==> config.mk <==
export PLATFORM = sky130hd
export DESIGN_NAME = ex_mem_stage_flat
export DESIGN_NICKNAME = d
export VERILOG_FILES = /design/src/rtl/ex_mem_stage_if.sv /design/src/rtl/ex_mem_stage.sv /design/src/flat_wrapper.sv
export SDC_FILE = /design/constraint.sdc
export NUM_CORES = 1
export LEC_CHECK = 0
export CAP_MARGIN = 20
export CORE_MARGIN = 2
export CORE_UTILIZATION = 44
export CTS_CLUSTER_DIAMETER = 80
export DETAILED_ROUTE_END_ITERATION = 7
export PLACE_DENSITY = 0.92
export SYNTH_ARGS = -nofsm -noshare
export SYNTH_HDL_FRONTEND = slang
export SYNTH_SLANG_ARGS = --single-unit
==> constraint.sdc <==
create_clock -name clk -period 3.32 [get_ports clk]
set_input_delay 0.332 -clock clk [delete_from_list [all_inputs] [get_ports clk]]
set_output_delay 0.332 -clock clk [all_outputs]
set_load 0.05 [all_outputs]
==> src/rtl/ex_mem_stage_if.sv <==
// Execute/memory boundary bundle: ALU-side inputs, writeback outputs
// and the fetch redirect, all under one valid/ready handshake.
interface ex_mem_stage_if;
  logic        in_valid;
  logic        in_ready;
  logic [31:0] in_pc;
  logic [31:0] in_target;
  logic [2:0]  in_funct3;
  logic        in_is_branch;
  logic        in_is_jal;
  logic        in_is_jalr;
  logic        in_reg_write;
  logic [4:0]  in_rd;
  logic [31:0] alu_result;
  logic [3:0]  alu_flags;
  logic        out_valid;
  logic        out_ready;
  logic [31:0] out_result;
  logic [4:0]  out_rd;
  logic        out_reg_write;
  logic        redirect_valid;
  logic [31:0] redirect_pc;

  modport master (
    output in_valid, in_pc, in_target, in_funct3,
    output in_is_branch, in_is_jal, in_is_jalr,
    output in_reg_write, in_rd, alu_result, alu_flags,
    output out_ready,
    input  in_ready, out_valid, out_result, out_rd,
    input  out_reg_write, redirect_valid, redirect_pc
  );

  modport slave (
    input  in_valid, in_pc, in_target, in_funct3,
    input  in_is_branch, in_is_jal, in_is_jalr,
    input  in_reg_write, in_rd, alu_result, alu_flags,
    input  out_ready,
    output in_ready, out_valid, out_result, out_rd,
    output out_reg_write, redirect_valid, redirect_pc
  );
endinterface

==> src/rtl/ex_mem_stage.sv <==
// EX/MEM register: resolves branches and jumps from ALU flags,
// registers writeback data and pulses a one-cycle fetch redirect.
module ex_mem_stage (
  input logic           clk,
  input logic           rst,
  ex_mem_stage_if.slave bus
);

  logic        out_valid_q;
  logic        redir_q;
  logic        we_q;
  logic [31:0] res_q;
  logic [31:0] rpc_q;
  logic [4:0]  rd_q;

  logic        accept;
  logic        load;
  logic        br_taken;
  logic        take;
  logic [31:0] tgt;
  logic [31:0] link;
  logic        f_v;
  logic        f_c;
  logic        f_n;
  logic        f_z;

  assign {f_v, f_c, f_n, f_z} = bus.alu_flags;

  assign bus.in_ready = ~out_valid_q | bus.out_ready;
  assign accept = bus.in_valid & bus.in_ready;
  // The instruction handshaken during a redirect is younger: drop it.
  assign load = accept & ~redir_q;
  assign link = bus.in_pc + 32'd4;

  always_comb begin
    br_taken = 1'b0;
    case (bus.in_funct3)
      3'b000:  br_taken = f_z;
      3'b001:  br_taken = ~f_z;
      3'b100:  br_taken = f_n ^ f_v;
      3'b101:  br_taken = ~(f_n ^ f_v);
      3'b110:  br_taken = ~f_c;
      3'b111:  br_taken = f_c;
      default: br_taken = 1'b0;
    endcase
  end

  always_comb begin
    take = 1'b0;
    tgt  = bus.in_target;
    priority case (1'b1)
      bus.in_is_jal: take = 1'b1;
      bus.in_is_jalr: begin
        take = 1'b1;
        tgt  = {bus.alu_result[31:1], 1'b0};
      end
      bus.in_is_branch: take = br_taken;
      default: take = 1'b0;
    endcase
  end

  always_ff @(posedge clk or posedge rst) begin
    if (rst) begin
      out_valid_q <= 1'b0;
      redir_q     <= 1'b0;
      we_q        <= 1'b0;
      res_q       <= '0;
      rpc_q       <= '0;
      rd_q        <= '0;
    end else begin
      if (load)
        out_valid_q <= 1'b1;
      else if (bus.out_ready)
        out_valid_q <= 1'b0;
      redir_q <= load & take;
      if (load) begin
        res_q <= (bus.in_is_jal | bus.in_is_jalr)
               ? link : bus.alu_result;
        rd_q  <= bus.in_rd;
        we_q  <= bus.in_reg_write & (bus.in_rd != 5'd0);
      end
      if (load & take)
        rpc_q <= tgt;
    end
  end

  assign bus.out_valid      = out_valid_q;
  assign bus.out_result     = res_q;
  assign bus.out_rd         = rd_q;
  assign bus.out_reg_write  = we_q;
  assign bus.redirect_valid = redir_q;
  assign bus.redirect_pc    = rpc_q;

endmodule

==> src/flat_wrapper.sv <==
// flat-port wrapper written by rule: the top's interface ports become plain ports
module ex_mem_stage_flat 
  (clk, rst, bus_in_valid, bus_in_pc, bus_in_target, bus_in_funct3, bus_in_is_branch, bus_in_is_jal, bus_in_is_jalr, bus_in_reg_write, bus_in_rd, bus_alu_result, bus_alu_flags, bus_out_ready, bus_in_ready, bus_out_valid, bus_out_result, bus_out_rd, bus_out_reg_write, bus_redirect_valid, bus_redirect_pc);
  ex_mem_stage_if bus_i ();
  input logic clk;
  input logic rst;
  input wire logic [$bits(bus_i.in_valid)-1:0] bus_in_valid;
  input wire logic [$bits(bus_i.in_pc)-1:0] bus_in_pc;
  input wire logic [$bits(bus_i.in_target)-1:0] bus_in_target;
  input wire logic [$bits(bus_i.in_funct3)-1:0] bus_in_funct3;
  input wire logic [$bits(bus_i.in_is_branch)-1:0] bus_in_is_branch;
  input wire logic [$bits(bus_i.in_is_jal)-1:0] bus_in_is_jal;
  input wire logic [$bits(bus_i.in_is_jalr)-1:0] bus_in_is_jalr;
  input wire logic [$bits(bus_i.in_reg_write)-1:0] bus_in_reg_write;
  input wire logic [$bits(bus_i.in_rd)-1:0] bus_in_rd;
  input wire logic [$bits(bus_i.alu_result)-1:0] bus_alu_result;
  input wire logic [$bits(bus_i.alu_flags)-1:0] bus_alu_flags;
  input wire logic [$bits(bus_i.out_ready)-1:0] bus_out_ready;
  output wire logic [$bits(bus_i.in_ready)-1:0] bus_in_ready;
  output wire logic [$bits(bus_i.out_valid)-1:0] bus_out_valid;
  output wire logic [$bits(bus_i.out_result)-1:0] bus_out_result;
  output wire logic [$bits(bus_i.out_rd)-1:0] bus_out_rd;
  output wire logic [$bits(bus_i.out_reg_write)-1:0] bus_out_reg_write;
  output wire logic [$bits(bus_i.redirect_valid)-1:0] bus_redirect_valid;
  output wire logic [$bits(bus_i.redirect_pc)-1:0] bus_redirect_pc;
  assign bus_i.in_valid = bus_in_valid;
  assign bus_i.in_pc = bus_in_pc;
  assign bus_i.in_target = bus_in_target;
  assign bus_i.in_funct3 = bus_in_funct3;
  assign bus_i.in_is_branch = bus_in_is_branch;
  assign bus_i.in_is_jal = bus_in_is_jal;
  assign bus_i.in_is_jalr = bus_in_is_jalr;
  assign bus_i.in_reg_write = bus_in_reg_write;
  assign bus_i.in_rd = bus_in_rd;
  assign bus_i.alu_result = bus_alu_result;
  assign bus_i.alu_flags = bus_alu_flags;
  assign bus_i.out_ready = bus_out_ready;
  assign bus_in_ready = bus_i.in_ready;
  assign bus_out_valid = bus_i.out_valid;
  assign bus_out_result = bus_i.out_result;
  assign bus_out_rd = bus_i.out_rd;
  assign bus_out_reg_write = bus_i.out_reg_write;
  assign bus_redirect_valid = bus_i.redirect_valid;
  assign bus_redirect_pc = bus_i.redirect_pc;
  ex_mem_stage u_core (.clk(clk), .rst(rst), .bus(bus_i));
endmodule
==> results.tsv, run 1 <==
stage	metric	value	unit
setup_path	worst-path maximum fanout	32	
routing	DRC viols	0	
sta	Slew HR	31.0	%
yosys	Cells after Synth	434	
floorplan	Core Region	0.00864	mm^2
routing	DR pass1 iterations	5	
status	status	completed	
clock_network	CTS tree	done	
finish	commonest non-fill, non-tap cells in the layout	188 x clkdlybuf4s50_1, 72 x dfrtp_1, 55 x o21ai_0	
power_and_ir_drop	Sw Share	44.8	%
floorplan	die area	0.00957	mm^2
sta	fmax	413	MHz
min_path	hold crit path type	input pin to async pin	
clock_network	Post-CTS Setup Inserts	0	
floorplan	die height	97.8	um
finish	final core occ	69.9	%
sta	fin. max-slew vios	0	
global_routing	first-pass GRT wire length	21.8	mm
floorplan	io pins	189	
power_and_ir_drop	Int Pwr	2.09	mW
global_routing	Remaining Overflow, GRT	0	
finish	fin nets	727	
setup_path	data required time of the critical path	3.56	ns
setup_path	Worst Reg-to-Reg Cells	7	
job	max_cap viols	0	
clock_network	worst skew pair latency	0.35	ns
clock_network	total CTS buffers	9	
setup_path	critical path arrival	2.66	ns
finish	commonest non-fill, non-tap cell in the layout	clkdlybuf4s50_1	
global_routing	largest net degree at the start of global routing	50	
sta	period utilization	73.0	%
clock_network	CTS sink cnt	72	
sta	setup TNS	0	ns
sta	Setup violations, final	0	
floorplan	Die X	97.8	um
setup_path	Cell Chain, Critical Path	clkdlybuf4s50_1 > o21ai_0 > a221o_1 > nand4_1 > and2_1 > inv_1 > a31o_2	
global_routing	initial antenna violation count	0	
clock_network	Reg clk slew, reported paths	0.08	ns
yosys	post-synthesis register bit count	72	
place	Detailed Place HPWL	10.4	mm
yosys	Synth Cell Area	0.00387	mm^2
yosys	Async SR Flop Fraction	100	%
sta	final hold vios	0	
clock_network	clock root buffer	clkbuf_8	
power_and_ir_drop	peak supply drop	0.441	mV
yosys	yosys warns	0	
finish	Storage cell area	0.00180	mm^2
routing	drt total wl	13.9	mm
power_and_ir_drop	Net Sw Power	1.70	mW
clock_network	H-tree depth	3	
routing	Vias/cell	5.80	
routing	total number of vias	4197	
finish	share of cells above drive strength 1	5.20	%
yosys	prevailing post-synth register cell	dfrtp_1	
clock_network	CTS Hold Buffers Added	0	
global_routing	gr usage total	28.4	%
yosys	Synth cell types	38	
setup_path	Crit. path cell count	7	
sta	clock skew	0.00535	ns
finish	Area Overhead vs Synth	55.7	%
place	Final GP Congestion	0.953	
routing	DR iter-0 viols	279	
setup_path	crit path kind	input pin to register	
yosys	Post-synth EDFFs	0	
setup_path	Worst setup SP type	input pin	
setup_path	Crit path max-delay family	simple AND/OR/NAND/NOR gates	
power_and_ir_drop	clock power share	18.2	%
finish	diode count	0	
clock_network	CTS max path bufs	2	
setup_path	Worst path slowest cell	and2_1	
setup_path	worst reg2reg setup slack	1.06	ns
power_and_ir_drop	PwrDens	628	mW/mm^2
finish	FILL cells	665	
finish	area of the multi-input gates	0.00194	mm^2
setup_path	CP max stage delay	0.80	ns
power_and_ir_drop	Gate power share	49.5	%
routing	WL/cell	19.2	um
place	Port Buffers	188	
sta	RSZ-0062 raised after global routing	no	
routing	Post-DRT Antenna Nets	0	
floorplan	Initial Util	44.9	%
global_routing	vias in the first global route	4156	
yosys	Synth Area per Inst	8.93	um^2
sta	fin crit period	2.42	ns
power_and_ir_drop	sequential share of power	32.4	%
power_and_ir_drop	leakage power	2.60	nW
setup_path	Crit path buffers/inverters	2	
finish	fin area	0.00603	mm^2
clock_network	# resized after CTS	0	
setup_path	Crit. End Element	register	
sta	worst-margin pin slew	1.03	ns
floorplan	std cell rows	34	
place	placed cell areas	0.00585	mm^2
yosys	syn_nets	551	
sta	Hold Slack	0.326	ns
yosys	sequential-to-total area share from yosys stat	46.5	%
-- synthesized netlist by cell type, types with 2 or more instances --
| cell | instances | area [um^2] |
|---|---|---|
| a21oi_1 | 20 | 100 |
| a31oi_1 | 4 | 25.0 |
| and3_1 | 9 | 56.3 |
| and4_1 | 2 | 17.5 |
| clkbuf_1 | 29 | 109 |
| dfrtp_1 | 72 | 1800 |
| inv_1 | 7 | 26.3 |
| mux2i_1 | 34 | 340 |
| nand2_1 | 43 | 161 |
| nand2b_1 | 2 | 12.5 |
| nand3_1 | 49 | 245 |
| nand3b_1 | 2 | 15.0 |
| nand4_1 | 8 | 50.1 |
| nor2_1 | 27 | 101 |
| nor3_1 | 12 | 60.1 |
| nor3b_1 | 2 | 15.0 |
| nor4_1 | 3 | 18.8 |
| o211ai_1 | 2 | 15.0 |
| o21a_1 | 2 | 15.0 |
| o21ai_0 | 55 | 275 |
| o22ai_1 | 11 | 68.8 |
| or4_1 | 4 | 30.0 |
| xnor2_1 | 13 | 114 |
| xor2_1 | 8 | 70.1 |
-- sequential cells by signal (all words and copies together), names as in the netlist --
name                       flops
u_core.bus.out_result         32
u_core.bus.redirect_pc        32
u_core.bus.out_rd              5
u_core.bus.out_reg_write       1
u_core.bus.out_valid           1
u_core.bus.redirect_valid      1
-- area by class of cell --
class | count | share of cell area [%]
Timing Repair Buffer | 196 | 32.2
Multi-Input combinational cell | 324 | 32.2
Sequential cell | 72 | 29.9
Tap cell | 108 | 2.24
Clock buffer | 10 | 2.12
Clock inverter | 6 | 0.995
Inverter | 7 | 0.436
-- metrics by stage --
step / std cells / total power [mW] / worst slack (ns)
after detailed placement: 707 / 3.11 / 0.553
final: 723 / 3.79 / 0.897
after global routing: 723 / 3.94 / 0.723
after global placement: 707 / 3.06 / 0.657
after floorplan: 434 / 2.35 / 1.02
after CTS: 723 / 3.79 / 0.900
-- worst register-to-register path: cells and delay by family (launching register included) --
family,cells,cell delay [ns]
AOI/OAI and AO/OA,1,0.27
DFF,1,0.35
buffers and inverters,2,0.37
and+or+nand+nor,4,1.18
-- power by group through the flow --
stage / combinational [mW] / clock, mW / sequential (mW)
detailed placement: 1.87 / 0 / 1.24
global route: 1.96 / 0.730 / 1.25
global placement: 1.83 / 0 / 1.23
CTS: 1.88 / 0.689 / 1.22
floorplan: 0.333 / 0 / 2.01
finish: 1.87 / 0.688 / 1.23
-- metal layers --
layer | wire [um] | vias to the layer above | track usage, %
met5 | 0 | - | 0
met4 | 460 | 0 | 11.6
met3 | 1180 | 44 | 4.58
met2 | 6970 | 259 | 48.3
met1 | 5260 | 1991 | 36.3
li1 | - | 1903 | -
-- path summary, 6_finish.rpt --
| check | start | end |
|---|---|---|
| max in group asynchronous | rst | u_core.bus.redirect_pc[20] |
| max | bus_in_funct3[0] | u_core.bus.redirect_pc[0] |
| max reg2reg | u_core.bus.out_valid | u_core.bus.redirect_pc[0] |
| min reg2reg | u_core.bus.out_rd[4] | u_core.bus.out_rd[4] |
| min in group clk | u_core.bus.out_rd[4] | u_core.bus.out_rd[4] |
| min | rst | u_core.bus.redirect_pc[8] |
-- cell families (layout without fill, tap and decap cells) --
kind of cell | after synthesis | after routing | share of synthesized area (%)
and+or+nand+nor | 168 | 168 | 21.4
AOI/OAI and AO/OA | 99 | 99 | 14.0
DFF | 72 | 72 | 46.5
buffers and inverters | 38 | 219 | 3.71
muxes | 34 | 34 | 8.79
xor gates and xnor gates | 22 | 22 | 5.33
adders and majority gates | 1 | 1 | 0.323
No activity file was read; power rests on OpenSTA's default activity.
==> run 2: changes to the inputs <==
Settings changed: CORE_UTILIZATION 44 to 41, PLACE_DENSITY 0.92 to 0.87.
Clock period 3.32 ns to 2.5 ns, I/O delays scaled along.
==> results.tsv, run 2 (synthesis results as in run 1) <==
stage	metric	value	unit
setup_path	Crit path buffers/inverters	1	
sta	fmax	482	MHz
global_routing	vias in the first global route	4120	
setup_path	critical path arrival	2.31	ns
sta	fin crit period	2.07	ns
sta	RSZ-0062 raised after global routing	no	
finish	Area Overhead vs Synth	60.3	%
global_routing	initial antenna violation count	0	
job	max_cap viols	0	
clock_network	worst skew pair latency	0.35	ns
finish	commonest non-fill, non-tap cell in the layout	clkdlybuf4s50_1	
sta	worst-margin pin slew	0.641	ns
global_routing	GRT busiest layer	met2	
setup_path	CP max stage delay	0.68	ns
finish	fin nets	743	
setup_path	crit path kind	input pin to register	
floorplan	io pins	189	
setup_path	reg2reg start	u_core.bus.out_valid	
global_routing	met3 GRT Util	8.49	%
finish	commonest non-fill, non-tap cells in the layout	188 x clkdlybuf4s50_1, 72 x dfrtp_1, 55 x o21ai_0	
global_routing	met1 usage	32.3	%
finish	share of cells above drive strength 1	7.77	%
setup_path	data required time of the critical path	2.74	ns
clock_network	clock root buffer	clkbuf_8	
sta	period utilization	82.9	%
routing	DR pass1 iterations	7	
sta	final hold vios	0	
sta	Setup violations, final	0	
finish	diode count	0	
power_and_ir_drop	PwrDens	821	mW/mm^2
power_and_ir_drop	Int Pwr	2.82	mW
global_routing	first-pass GRT wire length	20.7	mm
power_and_ir_drop	clock power share	19.3	%
finish	final core occ	67.5	%
clock_network	total CTS buffers	9	
setup_path	worst-path maximum fanout	6	
routing	drt total wl	13.2	mm
clock_network	Post-CTS Setup Inserts	0	
setup_path	Worst setup SP type	input pin	
setup_path	worst setup path startpoint	bus_in_pc[9]	
power_and_ir_drop	sequential share of power	31.8	%
routing	DR iter-0 viols	234	
global_routing	Remaining Overflow, GRT	0	
power_and_ir_drop	Gate power share	48.9	%
clock_network	H-tree depth	3	
clock_network	CTS tree	done	
routing	DRC viols	0	
floorplan	std cell rows	35	
routing	total number of vias	4176	
clock_network	CTS Hold Buffers Added	0	
routing	Vias/cell	5.63	
place	Final GP Congestion	0.940	
floorplan	die height	101	um
power_and_ir_drop	peak supply drop	0.570	mV
floorplan	Core Region	0.00920	mm^2
global_routing	gr usage total	26.0	%
routing	Post-DRT Antenna Nets	0	
clock_network	CTS sink cnt	72	
routing	WL/cell	17.7	um
floorplan	Die X	101	um
clock_network	CTS max path bufs	2	
place	Detailed Place HPWL	10.0	mm
global_routing	grt met2 use	43.0	%
setup_path	Crit path max-delay family	simple AND/OR/NAND/NOR gates	
sta	fin. max-slew vios	0	
sta	Slew HR	57.3	%
clock_network	Reg clk slew, reported paths	0.09	ns
setup_path	Crit. End Element	register	
power_and_ir_drop	Net Sw Power	2.27	mW
sta	clock skew	0.00938	ns
floorplan	Initial Util	42.1	%
power_and_ir_drop	leakage power	2.69	nW
power_and_ir_drop	Sw Share	44.6	%
floorplan	die area	0.0102	mm^2
status	status	completed	
min_path	hold crit path type	input pin to async pin	
clock_network	# resized after CTS	0	
global_routing	largest net degree at the start of global routing	39	
sta	setup TNS	0	ns
setup_path	Worst path slowest cell	or4_1	
setup_path	Cell Chain, Critical Path	clkdlybuf4s50_1 > nand4_1 > or4_1 > nor4_2 > xnor2_1 > o22ai_1	
place	Port Buffers	188	
-- run 2: cell types whose count changed in the layout (fill, tap and decap cells not counted), sizes merged --
cell	before	now
buf	8	24
inv	7	10
clkinv	3	1
clkbuf	10	9
-- run 2: path summary, 6_finish.rpt --
check,end,slack (ns),cells after the start
setup reg to reg,u_core.bus.redirect_pc[17],0.66,6
min in group clk,u_core.bus.out_result[1],0.46,3
max in group asynchronous,u_core.bus.redirect_pc[1],1.58,3
setup / recovery,u_core.bus.out_result[31],0.43,6
hold reg to reg,u_core.bus.out_result[7],0.49,2
hold / removal,u_core.bus.redirect_pc[21],0.27,2
-- run 2: final cells by class --
type / count / area, um^2
fillers: 724 / 2990
repair buffers: 212 / 2090
multi-input cells: 324 / 1950
flip-flops and latches: 72 / 1800
well taps: 111 / 139
clock buffers: 9 / 124
clock inverters: 7 / 85.1
inverters: 7 / 27.5
-- run 2: stage by stage --
step / setup WS, ns / hold WS (ns) / power, mW / area [um^2] / cells
final: 0.427 / 0.275 / 5.10 / 6210 / 742
after CTS: 0.442 / 0.297 / 5.12 / 6210 / 742
after global routing: 0.339 / 0.323 / 5.34 / 6210 / 742
after floorplan: 0.200 / 0.355 / 3.12 / 3870 / 434
after detailed placement: 0.0768 / 0.472 / 4.14 / 6000 / 726
after global placement: 0.125 / 0.459 / 4.09 / 6000 / 726
-- run 2: worst register-to-register path, delay by kind of cell (launching register included) --
family	cells	cell delay, ns
AO/OA/AOI/OAI	1	0.21
buffers and inverters	1	0.20
flip-flops	1	0.38
AND/OR/NAND/NOR	4	0.95
-- run 2: routing by layer --
layer / wire [um] / vias to the layer above
met1: 5340 / 2000
li1: - / 1938
met2: 6250 / 208
met4: 328 / 0
met5: 0 / -
met3: 1250 / 30
-- run 2: power groups by stage --
stage | logic (mW) | registers (mW) | clock network (mW)
2_1_floorplan | 0.442 | 2.68 | 0
3_3_place_gp | 2.46 | 1.63 | 0
3_5_place_dp | 2.49 | 1.64 | 0
5_1_grt | 2.61 | 1.66 | 1.07
4_1_cts | 2.50 | 1.62 | 0.993
6_report | 2.49 | 1.62 | 0.982
==> run 3: changes to the inputs <==
Settings changed: CORE_UTILIZATION 41 to 37, PLACE_DENSITY 0.87 to 0.83.
Clock period 2.5 ns to 1.8 ns, I/O delays scaled along.
==> results.tsv, run 3 (synthesis results as in run 1) <==
stage	metric	value	unit
status	status	completed	
setup_path	CP max stage delay	0.82	ns
clock_network	total CTS buffers	9	
setup_path	Worst path slowest cell	clkdlybuf4s50_1	
sta	fin. max-slew vios	0	
sta	fmax	568	MHz
floorplan	Core Region	0.0102	mm^2
routing	routed wl met2	7.18	mm
place	Final GP Congestion	0.958	
routing	WL/cell	18.4	um
place	Port Buffers	188	
clock_network	CTS max path bufs	2	
finish	fin nets	780	
sta	final hold vios	0	
global_routing	gr usage total	26.1	%
finish	commonest non-fill, non-tap cells in the layout	169 x clkdlybuf4s50_1, 71 x dfrtp_1, 62 x buf_4	
sta	PnR worst setup slack	0.0407	ns
setup_path	Worst setup SP type	register	
routing	DRC viols	0	
setup_path	Cell Chain, Critical Path	clkdlybuf4s50_1	
floorplan	Die X	106	um
setup_path	reg2reg end	u_core.bus.out_result[20]	
sta	fin crit period	1.76	ns
routing	total number of vias	4359	
finish	Non-Filler Instances	804	
setup_path	worst-path maximum fanout	2	
clock_network	CTS tree	done	
setup_path	crit path kind	register to output pin	
clock_network	clock root buffer	clkbuf_8	
sta	Slew HR	62.3	%
clock_network	H-tree depth	3	
routing	Vias/cell	5.42	
clock_network	Reg clk slew, reported paths	0.09	ns
routing	DR pass1 iterations	5	
finish	final core occ	65.7	%
finish	fin area	0.00672	mm^2
routing	Post-DRT Antenna Nets	0	
power_and_ir_drop	Pwr Total	7.46	mW
setup_path	Crit path buffers/inverters	1	
finish	Area Overhead vs Synth	73.5	%
routing	WL met3	1.09	mm
setup_path	Worst Reg-to-Reg Cells	7	
routing	DR iter-0 viols	289	
sta	worst-margin pin slew	0.563	ns
place	Place WS	-0.558	ns
floorplan	io pins	189	
finish	share of cells above drive strength 1	16.5	%
floorplan	die height	106	um
setup_path	reg2reg start	u_core.bus.out_valid	
routing	wl on met1	6.07	mm
floorplan	die area	0.0113	mm^2
job	max_cap viols	0	
setup_path	Crit path max-delay family	buffers and inverters	
global_routing	Remaining Overflow, GRT	0	
sta	Setup violations, final	0	
floorplan	std cell rows	37	
setup_path	critical path arrival	1.58	ns
min_path	hold crit path type	input pin to async pin	
floorplan	Initial Util	37.9	%
finish	diode count	0	
finish	commonest non-fill, non-tap cell in the layout	clkdlybuf4s50_1	
global_routing	vias in the first global route	4416	
global_routing	first-pass GRT wire length	23.2	mm
clock_network	worst skew pair latency	0.35	ns
routing	drt total wl	14.8	mm
clock_network	CTS sink cnt	72	
routing	highest layer used for signal routing	met4	
global_routing	initial antenna violation count	0	
place	placed insts	787	
sta	period utilization	97.7	%
sta	setup TNS	0	ns
sta	clock skew	0.0128	ns
setup_path	data required time of the critical path	1.62	ns
setup_path	Crit. End Element	output pin	
sta	Hold Slack	0.211	ns
place	Detailed Place HPWL	11.1	mm
power_and_ir_drop	leakage power	3.05	nW
setup_path	worst reg2reg setup slack	0.18	ns
place	placed cell areas	0.00637	mm^2
power_and_ir_drop	peak supply drop	0.715	mV
global_routing	largest net degree at the start of global routing	44	
power_and_ir_drop	PwrDens	1110	mW/mm^2
-- run 3: changes by cell type in the layout (fill, tap and decap cells not counted), sizes merged --
cell,before,now
inv,10,7
clkbuf,9,10
clkinvlp,2,1
dlymetal6s2s,0,9
clkinv,1,2
dlygate4sd2,0,1
buf,24,70
clkdlybuf4s50,188,169
bufinv,1,3
-- run 3: layer usage --
metal	track usage, %	up-vias
met5	0	-
met3	5.46	38
met2	42.9	208
met4	10.6	0
li1	-	2013
met1	33.3	2100
-- run 3: worst max path at each step --
| stage | cells past startpoint | to | from | slack, ns |
|---|---|---|---|---|
| after floorplan | 6 | u_core.bus.out_result[13] | u_core.bus.out_valid | 0.02 |
| after global placement | 7 | u_core.bus.out_result[20] | bus_in_pc[2] | -0.47 |
| after detailed placement | 7 | u_core.bus.out_result[28] | bus_in_pc[2] | -0.56 |
| after CTS | 7 | u_core.bus.out_result[20] | bus_in_pc[3] | 0.01 |
| after global routing | 6 | u_core.bus.out_result[30] | bus_in_pc[20] | -0.004 |
| final | 1 | bus_out_result[22] | u_core.bus.out_result[22] | 0.04 |
-- run 3: final cells by class --
type                       instances  area, um^2
fill                             782        3510
timing repair buffer             249        2440
multi-input combinational        324        2040
sequential                        72        1800
tap                              136         170
clock buffer                      10         128
clock inverter                     6         116
inverter                           7        30.0
-- run 3: repair_timing --
item / CTS / global route
gates resized for setup: 6 / 23
buffers inserted: 0 / 1
hold buffers: 0 / 0
setup endpoints to repair: 9 / 21
pin swaps: 3 / 9
-- run 3: where the power goes --
group          total, mW  switching [mW]  internal [mW]
clock network       1.60           0.666          0.932
registers           2.27           0.244           2.02
logic               3.60            2.29           1.30
total               7.46            3.20           4.26
